## config.mk

```make
export PLATFORM = sky130hd
export DESIGN_NAME = regfile_write_decoder_flat
export DESIGN_NICKNAME = d
export VERILOG_FILES = /design/src/rtl/regfile_write_decoder_pkg.sv /design/src/rtl/regfile_write_decoder_if.sv /design/src/rtl/regfile_write_decoder_onehot_dec.sv /design/src/rtl/regfile_write_decoder.sv /design/src/flat_wrapper.sv
export SDC_FILE = /design/constraint.sdc
export NUM_CORES = 1
export LEC_CHECK = 0
export CAP_MARGIN = 15
export CORE_MARGIN = 2
export CORE_UTILIZATION = 47
export DETAILED_ROUTE_END_ITERATION = 8
export GPL_TIMING_DRIVEN = 0
export PLACE_DENSITY = 0.86
export SLEW_MARGIN = 40
export SYNTH_ARGS = -nofsm -noshare
export SYNTH_HDL_FRONTEND = slang
export SYNTH_SLANG_ARGS = --single-unit
export TNS_END_PERCENT = 1
```

## constraint.sdc

```tcl
create_clock -name clk -period 2.3 [get_ports clk]
set_clock_uncertainty 0.1 [all_clocks]
set_input_delay 0.46 -clock clk [delete_from_list [all_inputs] [get_ports clk]]
set_output_delay 0.46 -clock clk [all_outputs]
set_load 0.02 [all_outputs]
```

## src/rtl/regfile_write_decoder_pkg.sv

```systemverilog
// Shared types and helpers for the register-file write-enable decoder.
// Latency: n/a (declarations only).
// Backpressure: n/a.
//
// Contents:
//   SEL_W_DEF  default select width
//   MAX_N      widest one-hot vector any legal configuration produces (SEL_W=6)
//   state_t    sweep FSM states
//   onehot()   width-bit vector with bit idx set, returned in a MAX_N container
package regfile_pkg;

    localparam int SEL_W_DEF = 4;
    localparam int MAX_N     = 64;

    typedef enum logic {
        IDLE  = 1'b0,
        SWEEP = 1'b1
    } state_t;

    // Bits at or above 'width' stay clear so callers can truncate to their
    // own row count without picking up a stray bit.
    function automatic logic [MAX_N-1:0] onehot(input int idx, input int width);
        logic [MAX_N-1:0] v;
        v = '0;
        for (int i = 0; i < MAX_N; i++) begin
            if ((i < width) && (i == idx)) begin
                v[i] = 1'b1;
            end
        end
        return v;
    endfunction

endpackage

```

## src/rtl/regfile_write_decoder_if.sv

```systemverilog
// Bundle between write-address decode and the register-file row enables.
// Latency: n/a (wiring only).
// Backpressure: none; the request side is fire-and-forget, drops are reported on wr_drop.
//
// master: drives wr_en, wr_sel, clr_req; observes row_en, clr_busy, clr_done, wr_drop
// slave : the decoder itself
interface regfile_write_decoder_if
    import regfile_pkg::*;
#(
    parameter int SEL_W = SEL_W_DEF
);
    localparam int N_OUT = 2 ** SEL_W;

    logic             wr_en;
    logic [SEL_W-1:0] wr_sel;
    logic             clr_req;
    logic [N_OUT-1:0] row_en;
    logic             clr_busy;
    logic             clr_done;
    logic             wr_drop;

    modport master (
        output wr_en,
        output wr_sel,
        output clr_req,
        input  row_en,
        input  clr_busy,
        input  clr_done,
        input  wr_drop
    );

    modport slave (
        input  wr_en,
        input  wr_sel,
        input  clr_req,
        output row_en,
        output clr_busy,
        output clr_done,
        output wr_drop
    );

endinterface

```

## src/rtl/regfile_write_decoder_onehot_dec.sv

```systemverilog
// Combinational binary-to-one-hot decoder with an enable.
// Latency: 0 cycles (pure combinational).
// Backpressure: none.
//
// Ports:
//   i_en      decode enable; low forces all outputs to zero
//   i_sel     binary index
//   o_onehot  one bit set for a valid index, all zero otherwise
module onehot_dec #(
    parameter int SEL_W = 4,
    parameter int N_OUT = 2 ** SEL_W
) (
    input  logic             i_en,
    input  logic [SEL_W-1:0] i_sel,
    output logic [N_OUT-1:0] o_onehot
);

    // An equality compare per row rather than a shift: an X/Z select makes
    // every compare false, so the output falls back to all-zero instead of
    // smearing X across the row enables.
    always_comb begin
        o_onehot = '0;
        if (i_en) begin
            for (int i = 0; i < N_OUT; i++) begin
                if (i_sel == SEL_W'(i)) begin
                    o_onehot[i] = 1'b1;
                end
            end
        end
    end

endmodule

```

## src/rtl/regfile_write_decoder.sv

```systemverilog
// Registered one-hot write-enable decoder with optional hardwired row 0 and a clear sweep.
// Latency: 1 cycle from wr_en/wr_sel or clr_req to row_en.
// Backpressure: none; writes arriving while a sweep is mid-flight are dropped and flagged on wr_drop.
//
// Ports:
//   clk           rising-edge clock
//   reset         synchronous active-high reset, wins over every other input
//   bus.wr_en     write request          bus.wr_sel    binary row index
//   bus.clr_req   start a clear sweep    bus.row_en    registered row enables (<= 1 hot)
//   bus.clr_busy  sweep row driven       bus.clr_done  pulse with the last sweep row
//   bus.wr_drop   pulse: a sampled write was discarded
//
// Legal SEL_W range is 1..6.
module regfile_write_decoder
    import regfile_pkg::*;
#(
    parameter int SEL_W     = SEL_W_DEF,
    parameter bit MASK_ZERO = 1'b0
) (
    input  logic                   clk,
    input  logic                   reset,
    regfile_write_decoder_if.slave bus
);

    localparam int               N_OUT = 2 ** SEL_W;
    // With row 0 hardwired the sweep skips it and is one cycle shorter.
    localparam int               START = MASK_ZERO ? 1 : 0;
    localparam logic [SEL_W-1:0] LAST  = SEL_W'(N_OUT - 1);

    state_t           r_state;
    logic [SEL_W-1:0] r_cnt;
    logic [N_OUT-1:0] r_row_en;
    logic             r_busy;
    logic             r_done;
    logic             r_drop;

    logic [N_OUT-1:0] w_dec_row;
    logic [N_OUT-1:0] w_wr_row;
    logic [SEL_W-1:0] w_cnt_inc;

    state_t           w_nxt_state;
    logic [SEL_W-1:0] w_nxt_cnt;
    logic [N_OUT-1:0] w_nxt_row;
    logic             w_nxt_done;
    logic             w_nxt_drop;

    onehot_dec #(
        .SEL_W (SEL_W),
        .N_OUT (N_OUT)
    ) u_dec (
        .i_en     (bus.wr_en),
        .i_sel    (bus.wr_sel),
        .o_onehot (w_dec_row)
    );

    // A write to a hardwired row 0 is a silent no-op, not a drop.
    always_comb begin
        w_wr_row = w_dec_row;
        if (MASK_ZERO) begin
            w_wr_row[0] = 1'b0;
        end
    end

    assign w_cnt_inc = r_cnt + SEL_W'(1);

    // The final sweep row is treated exactly like IDLE so a write or a fresh
    // clr_req can follow the sweep with no bubble cycle.
    always_comb begin
        w_nxt_state = r_state;
        w_nxt_cnt   = r_cnt;
        w_nxt_row   = '0;
        w_nxt_done  = 1'b0;
        w_nxt_drop  = 1'b0;

        if ((r_state == IDLE) || (r_cnt == LAST)) begin
            if (bus.clr_req) begin
                // Clear beats a simultaneous write.
                w_nxt_state = SWEEP;
                w_nxt_cnt   = SEL_W'(START);
                w_nxt_row   = N_OUT'(onehot(START, N_OUT));
                // Single-row sweep: first row is also the last.
                w_nxt_done  = (START == N_OUT - 1);
                w_nxt_drop  = bus.wr_en;
            end else begin
                w_nxt_state = IDLE;
                w_nxt_row   = w_wr_row;
            end
        end else begin
            w_nxt_cnt  = w_cnt_inc;
            w_nxt_row  = N_OUT'(onehot(int'(w_cnt_inc), N_OUT));
            w_nxt_done = (w_cnt_inc == LAST);
            w_nxt_drop = bus.wr_en;
        end
    end

    always_ff @(posedge clk) begin
        if (reset) begin
            r_state  <= IDLE;
            r_cnt    <= '0;
            r_row_en <= '0;
            r_busy   <= 1'b0;
            r_done   <= 1'b0;
            r_drop   <= 1'b0;
        end else begin
            r_state  <= w_nxt_state;
            r_cnt    <= w_nxt_cnt;
            r_row_en <= w_nxt_row;
            r_busy   <= (w_nxt_state == SWEEP);
            r_done   <= w_nxt_done;
            r_drop   <= w_nxt_drop;
        end
    end

    assign bus.row_en   = r_row_en;
    assign bus.clr_busy = r_busy;
    assign bus.clr_done = r_done;
    assign bus.wr_drop  = r_drop;

endmodule

```

## src/flat_wrapper.sv

```systemverilog
// flat-port wrapper written by rule: the top's interface ports become plain ports
module regfile_write_decoder_flat import regfile_pkg::*;
#(
    parameter int SEL_W     = SEL_W_DEF,
    parameter bit MASK_ZERO = 1'b0
)
  (clk, reset, bus_wr_en, bus_wr_sel, bus_clr_req, bus_row_en, bus_clr_busy, bus_clr_done, bus_wr_drop);
  regfile_write_decoder_if #(.SEL_W(SEL_W)) bus_i ();
  input  logic clk;
  input  logic reset;
  input wire logic [$bits(bus_i.wr_en)-1:0] bus_wr_en;
  input wire logic [$bits(bus_i.wr_sel)-1:0] bus_wr_sel;
  input wire logic [$bits(bus_i.clr_req)-1:0] bus_clr_req;
  output wire logic [$bits(bus_i.row_en)-1:0] bus_row_en;
  output wire logic [$bits(bus_i.clr_busy)-1:0] bus_clr_busy;
  output wire logic [$bits(bus_i.clr_done)-1:0] bus_clr_done;
  output wire logic [$bits(bus_i.wr_drop)-1:0] bus_wr_drop;
  assign bus_i.wr_en = bus_wr_en;
  assign bus_i.wr_sel = bus_wr_sel;
  assign bus_i.clr_req = bus_clr_req;
  assign bus_row_en = bus_i.row_en;
  assign bus_clr_busy = bus_i.clr_busy;
  assign bus_clr_done = bus_i.clr_done;
  assign bus_wr_drop = bus_i.wr_drop;
  regfile_write_decoder #(.SEL_W(SEL_W), .MASK_ZERO(MASK_ZERO)) u_core (.clk(clk), .reset(reset), .bus(bus_i));
endmodule
```

### Yosys cells after proc, flatten, opt, wreduce, memory -nomap -nowiden

Cells that the tools add are included.

| storage, ports and cells | value |
|---|---|
| flip-flop bits (word level) | 23 |
| latch bits | 0 |
| bits in writable memories | 0 |
| memory bits (read-only) | 0 |
| bits of input ports | 8 |
| output and inout bits | 19 |
| word-level logic and storage cells | 84 |
| memories | 0 |

| operators by class | value |
|---|---|
| add/subtract/negate cells | 1 |
| multiply operators | 0 |
| div/mod/pow operators | 0 |
| magnitude comparators | 0 |
| eq/ne operators | 33 |
| shift operators | 0 |
| mux-type cells | 40 |
| bitwise logic cells | 1 |
| reduce and logical (&&, ||, !) cells | 4 |

Operators with widths:

| cell | number |
|---|---|
| two-way mux 16 bit | 3 |
| equality test 4 bit (second input constant) | 10 |
| two-way mux 1 bit | 35 |
| equality test 4 bit (first input constant) | 8 |
| equality test 3 x 4 -> 1 bit (first input constant) | 4 |
| equality test 4 x 3 -> 1 bit (second input constant) | 4 |
| equality test 2 x 4 -> 1 bit (first input constant) | 2 |
| equality test 4 x 2 -> 1 bit (second input constant) | 2 |
| zero test 4 bit | 2 |
| two-way mux 4 bit | 2 |
| adder 4 x 1 -> 4 bit (second input constant) | 1 |
| equality test 1 x 4 -> 1 bit (first input constant) | 1 |
| equality test 4 x 1 -> 1 bit (second input constant) | 1 |
| != test 2 bit (second input constant) | 1 |
| OR reduction 2 bit | 1 |
| logical OR 1 bit | 1 |
| inverter 1 bit | 1 |

### Depth between registers and ports, before layout

Gate-level depths: netlist of the first run.

| logic depth | value |
|---|---|
| depth after elaboration | 5 |
| mapped depth | 7 |
| depth with buffers taken out | 5 |

### Hierarchy

Synthesis of the first run repeated with hierarchy kept, for this count alone.

| second synthesis, totals | value |
|---|---|
| cells, all modules | 120 |
| area, all modules | 1069.8 um^2 |

By module, submodules not included:

| module | times used | cells an instance | area each (um^2) | seq. area each (um^2) |
|---|---|---|---|---|
| regfile_write_decoder | 1 | 97 | 952.2 | 460.4 |
| onehot_dec | 1 | 23 | 117.6 | 0.0 |

### Worst setup path after synthesis of the first run

OpenSTA, ideal clock, no wires.

| timing path | value |
|---|---|
| path type | register -> register |
| start | reg u_core.r_cnt[0] |
| end | reg u_core.r_row_en[11] (netlist: u_core.bus.row_en[11]) |
| setup time | 0.117 ns |
| data arrival time | 1.399 ns |
| data required time | 2.083 ns |
| slack | 0.684 ns |
| stages on the path, launching flop included | 8 |
| buffers on the path | 2 |
| period minus slack after synthesis | 1.616 ns |
| cell sequence | dfxtp_1 -> ha_1 -> buf_4 -> nand3_1 -> a21oi_1 -> buf_4 -> and3_1 -> a22o_1 |

| on the way | value |
|---|---|
| cells in the longest elaborated chain, start to end | 4 |
| elaborated cells on any way between the ends | 6 |
| those cells by class | 1 x add/sub; 2 x eq/ne; 2 x mux; 1 x reduce/logical |

RTL lines:

| what | line | text |
|---|---|---|
| start, declared | regfile_write_decoder.sv:31 | `logic [SEL_W-1:0] r_cnt;` |
| start signal, assigned | regfile_write_decoder.sv:106 | `r_cnt <= w_nxt_cnt;` |
| adder 4 x 1 -> 4 bit | regfile_write_decoder.sv:64 | `assign w_cnt_inc = r_cnt + SEL_W'(1);` |
| equality test 4 bit | regfile_write_decoder_pkg.sv:26 | `if ((i < width) && (i == idx)) begin` |
| two-way mux 1 bit | regfile_write_decoder_pkg.sv:26 |  |
| two-way mux 16 bit * | regfile_write_decoder.sv:75 | `if ((r_state == IDLE) \|\| (r_cnt == LAST)) begin` |
| end signal, assigned | regfile_write_decoder.sv:107 | `r_row_en <= w_nxt_row;` |
| end, declared | regfile_write_decoder.sv:32 | `logic [N_OUT-1:0] r_row_en;` |

Mark *: on every way between the ends. The rest lies on a longest branch, timed or not.
A chain may end at the register's enable or synchronous reset.

### Final worst setup path of the first run

| timing path | value |
|---|---|
| start | reg u_core.r_busy (netlist: u_core.bus.clr_busy) |
| end | out bus_clr_busy |

RTL lines:

| what | line | text |
|---|---|---|
| start, declared | regfile_write_decoder.sv:33 | `logic r_busy;` |
| start signal, assigned | regfile_write_decoder.sv:108 | `r_busy <= (w_nxt_state == SWEEP);` |
| end, declared | flat_wrapper.sv:15 | `output wire logic [$bits(bus_i.clr_busy)-1:0] bus_clr_busy;` |

No word-level cell between the ends.

==> metrics.csv, run 1 <==
stage,metric,value,unit
critical_path,required,1740,ps
synthesis,synth_top_family_by_area,simple AND/OR/NAND/NOR gates,
routing,dr.pass1.iters,4,
routing,ant_nets,0,
routing,route.detailed.drc,0,
synthesis,yosysSeqAreaShare,42.3,%
global_routing,grt_antenna_before_repair,0,
die,die_width,52.2,um
sta,finalSetupViolations,0,
status,status,completed,
final_layout,final_core_util,63.3,%
routing,wl,2430,um
synthesis,synthXorXnorAreaFrac,0,%
critical_path,cpPeakStageDelay,630,ps
final_layout,num_antenna_cells,0,
sta,setup_tns,0,ps
final_layout,multi_input_area,571,um^2
critical_path,crit_chain,clkdlybuf4s50_1,
global_routing,overflow,0,
synthesis,synth.distinct_cells,37,
routing,via_count,1026,
synthesis,yosys.area_share.simple,26.6,%
synthesis,syn-num-nets,133,
clock_tree,tritoncts,done,
power_and_ir_drop,power,683,uW
die,top_level_ports,27,
power_and_ir_drop,power_per_cell_area,488,nW/um^2
routing,vias_per_cell,5.76,
die,initial_core_util,49.3,%
place,numPortBuffers,25,
sta,finalCritPeriodShare,82.7,%
clock_tree,cts_resized,0,
final_layout,fill_cells,202,
synthesis,synth_compound_area_share,21.1,%
critical_path,path_buf_inv,1,
critical_path,critPathTopFamily,buffers and inverters,
synthesis,muxShareOfSynthArea,0,%
final_layout,fin_cells,178,
clock_tree,clkLatencyLatePin,310,ps
critical_path,r2r_slack,400,ps
power_and_ir_drop,peakVddDrop,326,uV
critical_path,crit_fanout,3,
clock_tree,clock_path_buffers,2,
sta,hold_viol,0,
routing,drtIter0Drc,33,
critical_path,cp.arrival,1340,ps
critical_path,path_class,reg -> out,
place,dp_hpwl,1880,um
synthesis,netlist_area,1090,um^2
clock_tree,post_cts_buffers,0,
sta,finalMaxSlewViolations,0,
global_routing,track_usage,19.2,%
clock_tree,cts_max_level,1,
final_layout,drive_above_1_share,10.7,%
sta,whs,243,ps
global_routing,grt_max_degree,13,
final_layout,nets,163,
synthesis,syn-instance-count,121,
worst_hold_path,hold_path.class,in -> reg,
place,gp_congestion,0.873,
global_routing,grt_pass1_wl,3880,um
die,die_height,52.2,um
routing,routedWlPerCell,13.7,um
die,die_area,2720,um^2
sta,rsz0062_at_grt,no,
clock_tree,cts_buffers,3,
clock_tree,cts_hold_buf,0,
synthesis,ys_seq_elements,23,
sta,slew_headroom,65.6,%
clock_tree,clk_pin_slew_worst_paths,120,ps
die,core-area,2210,um^2
synthesis,syn_avg_cell_area,9.01,um^2
global_routing,grt_pass1_vias,979,
synthesis,synth_warnings,0,
run,max_cap_violations,0,
final_layout,seq_area,460,um^2
critical_path,critPathCaptureType,output port,
clock_tree,numClockSinks,23,
power_and_ir_drop,p_leak,0.000539,uW
sta,fin_crit,1900,ps
synthesis,synth_fa_ha_area_share,4.59,%
place,place_inst,174,
clock_tree,clockRootBuffer,clkbuf_4,
critical_path,cp-start-kind,flop,
sta,tightest_slew,512,ps
final_layout,area_growth,28.6,%
sta,max_freq,0.525,GHz
critical_path,slowest_stage,clkdlybuf4s50_1,
die,num_rows,17,
## metrics by stage
stage	instance area, um^2	setup slack [ps]
after floorplan	1090	684
after global placement	1380	281
after detailed placement	1380	269
after CTS	1400	386
after global routing	1400	274
final	1400	397
## metal layers
metal / share of wire [%] / track usage, % / up-vias
met1: 40 / 20.5 / 477
li1: - / - / 494
met5: 0 / 0 / -
met2: 52 / 33.5 / 43
met3: 4.5 / 4.02 / 12
met4: 3.2 / 12.8 / 0
## area by class of cell
type / instances / share of cell area, %
buffer: 7 / 3.39
clock buffer: 4 / 1.88
tap: 28 / 2.50
multi-input combinational: 88 / 40.7
timing repair buffer: 25 / 17.9
sequential: 23 / 32.9
inverter: 3 / 0.804
## Yosys cell counts
library cell	number	area share (%)
buf_6	1	1.0
a21oi_1	4	1.8
a211oi_1	2	1.4
buf_2	2	0.92
o21ai_1	1	0.46
nand4_1	2	1.1
ha_1	4	4.6
nand2b_4	1	1.3
nand2b_1	1	0.57
and2_1	2	1.1
a41o_1	1	0.92
o21a_1	2	1.4
o21ai_2	1	0.80
o2bb2ai_1	3	2.4
a22oi_1	1	0.69
a22o_1	7	5.6
a21oi_2	1	0.80
nor2b_1	2	1.1
dfxtp_1	23	42
buf_4	3	2.1
nor3b_1	1	0.69
clkbuf_1	1	0.34
nor4_1	1	0.57
nand3_1	10	4.6
nand3b_1	1	0.69
nor2b_2	1	0.80
a32o_1	2	1.8
and2b_1	3	2.1
o21ai_0	5	2.3
o31ai_1	1	0.69
nor2_1	10	3.4
and3_1	3	1.7
and3b_1	1	0.80
or4_4	1	1.0
inv_1	3	1.0
nand2_1	11	3.8
or2_2	2	1.1
## cell usage in the layout (no fill, tap or decap), types with 4 or more instances in the layout
master,count
nor2_1,10
ha_1,4
a21oi_1,4
dfxtp_1,23
a22o_1,7
nand2_1,11
o21ai_0,5
clkdlybuf4s50_1,25
nand3_1,10
## cell families after synthesis
| group | Yosys count |
|---|---|
| simple gates | 53 |
| compound gates | 31 |
| flops | 23 |
| buf+inv | 10 |
| fa+ha+maj | 4 |
## flip-flops by register name, indices dropped and copies added, names as in the netlist
signal,cells
u_core.bus.wr_drop,1
u_core.r_cnt,4
u_core.bus.row_en,16
u_core.bus.clr_busy,1
u_core.bus.clr_done,1
## worst paths after layout
check | depth (start not counted) | to | from
max | 1 | bus_clr_busy | u_core.bus.clr_busy
min | 2 | u_core.r_cnt[0] | reset
max reg2reg | 6 | u_core.bus.row_en[5] | u_core.r_cnt[0]
min reg2reg | 2 | u_core.r_cnt[0] | u_core.r_cnt[0]
## power breakdown
group | leakage [uW] | internal (uW) | switching (uW)
Sequential | 0.000187 | 406 | 5.43
Combinational | 0.000337 | 40.5 | 49.6
Clock | 0.0000150 | 67.7 | 114
Total | 0.000539 | 514 | 169
Power figures use the tool's default switching activity.
==> inputs of run 2 (changes only) <==
==> constraint.sdc (replaced) <==
create_clock -name clk -period 1.8 [get_ports clk]
set_clock_uncertainty 0.1 [all_clocks]
set_input_delay 0.36 -clock clk [delete_from_list [all_inputs] [get_ports clk]]
set_output_delay 0.36 -clock clk [all_outputs]
set_load 0.02 [all_outputs]
==> run 2 against run 1 <==
Via count is 0.49% higher. Clock power is 27% higher. Hold slack worse by 110 ps. Largest cell class unchanged. Final cell count is 0.56% higher. Total power is 28% higher. Non-clock buffer count is 1 higher. Sequential share of layout area is 0.43 points lower. Critical endpoint is now u_core.bus.row_en[5]. Highest routed layer unchanged.
==> metrics.csv, run 2 (synthesis gave the netlist of run 1 again) <==
stage,metric,value,unit,change
global_routing,grt_antenna_before_repair,0,,unchanged
sta,finalCritPeriodShare,95.1,%,
final_layout,fin_cells,179,,was 178
clock_tree,tritoncts,done,,unchanged
final_layout,largest_reg_flops,16,,unchanged
routing,wl,2490,um,was 2430 um
critical_path,cp.arrival,1820,ps,was 1340 ps
die,core-area,2210,um^2,unchanged
sta,setup_ws,88.5,ps,was 397 ps
die,num_rows,17,,unchanged
routing,routedWlPerCell,13.9,um,was 13.7 um
global_routing,grt_pass1_vias,997,,was 979
power_and_ir_drop,pwr-share-clk,26.4,%,was 26.6%
clock_tree,clkLatencyLatePin,300,ps,was 310 ps
worst_hold_path,hold_path.class,in -> reg,,unchanged
clock_tree,cts_buffers,3,,unchanged
critical_path,path_class,reg -> reg,,was reg -> out
global_routing,track_usage,19.7,%,was 19.2%
critical_path,required,1910,ps,was 1740 ps
die,top_level_ports,27,,unchanged
die,die_height,52.2,um,unchanged
final_layout,final_cell_mix,"24 x clkdlybuf4s50_1, 21 x dfxtp_1, 11 x nand2_1, 10 x nor2_1, 9 x nand3_1",,"was 25 x clkdlybuf4s50_1, 23 x dfxtp_1, 11 x nand2_1, 10 x nand3_1, 10 x nor2_1"
power_and_ir_drop,peakVddDrop,409,uV,was 326 uV
global_routing,grt_use_met1,20.5,%,unchanged
power_and_ir_drop,internal-power,660,uW,was 514 uW
clock_tree,numClockSinks,23,,unchanged
final_layout,drive_above_1_share,14.6,%,was 10.7%
place,gp_congestion,0.873,,unchanged
global_routing,grt_util_met3,4.02,%,unchanged
clock_tree,clockRootBuffer,clkbuf_4,,unchanged
routing,via_count,1031,,"was 1,026"
power_and_ir_drop,comb_power_share,13.6,%,was 13.2%
sta,rsz0062_at_grt,no,,unchanged
place,place_inst,174,,unchanged
global_routing,grt_busiest_layer,met2,,unchanged
routing,vias_per_cell,5.76,,about the same
final_layout,fill_cells,198,,was 202
power_and_ir_drop,p_leak,0.000550,uW,was 0.000539 uW
place,numPortBuffers,25,,unchanged
routing,dr.pass1.iters,4,,unchanged
die,initial_core_util,49.3,%,unchanged
die,die_width,52.2,um,unchanged
sta,finalSetupViolations,0,,unchanged
final_layout,num_antenna_cells,0,,unchanged
run,max_cap_violations,0,,unchanged
final_layout,final_common_cell,clkdlybuf4s50_1,,unchanged
global_routing,overflow,0,,unchanged
sta,max_freq,0.584,GHz,
critical_path,critPathLaunch,u_core.r_cnt[0],,was u_core.bus.clr_busy
sta,setup_tns,0,ps,unchanged
power_and_ir_drop,power_per_cell_area,615,nW/um^2,was 488 nW/um^2
power_and_ir_drop,swShare,24.8,%,was 24.7%
sta,tightest_slew,547,ps,was 512 ps
global_routing,grtUsageMet2,35.4,%,was 33.5%
sta,fin_crit,1710,ps,
routing,ant_nets,0,,unchanged
place,dp_hpwl,1880,um,unchanged
routing,drtIter0Drc,29,,was 33
die,die_area,2720,um^2,unchanged
global_routing,grt_pass1_wl,3980,um,was 3880 um
global_routing,grt_max_degree,13,,unchanged
status,status,completed,,unchanged
critical_path,crit_fanout,10,,was 3
place,pre_cts_ws,-131,ps,was 269 ps
critical_path,r2r-start,u_core.r_cnt[0],,unchanged
final_layout,nets,164,,was 163
critical_path,critPathCaptureType,flop,,was output port
critical_path,cp-start-kind,flop,,unchanged
sta,slew_headroom,63.4,%,was 65.6%
clock_tree,clk_pin_slew_worst_paths,120,ps,about the same
power_and_ir_drop,p_seq_share,60.0,%,was 60.2%
clock_tree,clock_path_buffers,2,,unchanged
power_and_ir_drop,p_sw,218,uW,was 169 uW
routing,route.detailed.drc,0,,unchanged
sta,hold_viol,0,,unchanged
final_layout,final_core_util,64.5,%,was 63.3%
worst_hold_path,holdCritStartpoint,reset,,unchanged
final_layout,area_growth,31.0,%,was 28.6%
sta,finalMaxSlewViolations,0,,unchanged
clock_tree,cts_max_level,1,,unchanged
[run 2: changes by cell type in the layout (fill, tap and decap cells not counted), sizes merged]
cell           delta
buf               +1
clkdlybuf4s50     -1
dlygate4sd2       +1
[run 2: power by group through the flow]
stage	clock [uW]	combinational [uW]	sequential (uW)
detailed placement	0	113	538
global route	255	130	528
CTS	236	114	527
floorplan	0	54.2	547
global placement	0	109	537
finish	232	119	527
[run 2: routing by layer]
| layer | vias up | share of wire [%] |
|---|---|---|
| li1 | 493 | - |
| met1 | 486 | 40 |
| met2 | 43 | 53 |
| met3 | 9 | 5.3 |
| met4 | 0 | 2.3 |
| met5 | - | 0 |
[run 2: worst paths after layout]
| kind | endpoint | slack (ps) | cells after the start |
|---|---|---|---|
| hold / removal | u_core.r_cnt[0] | 140 | 2 |
| hold reg to reg | u_core.r_cnt[0] | 400 | 2 |
| setup reg to reg | u_core.bus.row_en[5] | 90 | 6 |
| setup / recovery | u_core.bus.row_en[5] | 90 | 6 |
[run 2: what timing repair did]
action,4_1_cts,5_1_grt
hold buffers,0,0
pin swaps,0,1
resized for setup,5,2
buffers inserted,0,1
endpoints found under the setup margin,9,10
[run 2: layout make-up]
class                           instances  area (um^2)  area share [%]
Clock buffer                            4         26.3            1.84
Tap cell                               28         35.0            2.45
Multi-Input combinational cell         88          584            40.9
Buffer                                  7         51.3            3.59
Sequential cell                        23          463            32.4
Inverter                                3         11.3           0.789
Timing Repair Buffer                   26          256            18.0
[run 2: critical path: stages, from the launching register on]
cell and delay [ps]:
dfxtp_2 400, ha_1 160, buf_4 160, and2b_1 210
a21oi_2 230, o31ai_2 120, a22o_1 240
[run 2: stage by stage]
stage                     power (uW)  area, um^2  hold slack, ps
after floorplan                  601        1090             382
after global placement           646        1380             411
after detailed placement         651        1380             419
after CTS                        877        1410             138
after global routing             913        1430             140
final                            878        1430             136
==> inputs of run 3 (changes only) <==
--- a/config.mk
+++ b/config.mk
@@ -11,6 +11,7 @@
 export DETAILED_ROUTE_END_ITERATION = 8
 export GPL_TIMING_DRIVEN = 0
 export PLACE_DENSITY = 0.86
+export RECOVER_POWER = 25
 export SLEW_MARGIN = 40
 export SYNTH_ARGS = -nofsm -noshare
 export SYNTH_HDL_FRONTEND = slang
==> results of run 3 <==
No change in the layout: final DEF, timing and power equal those of run 2.
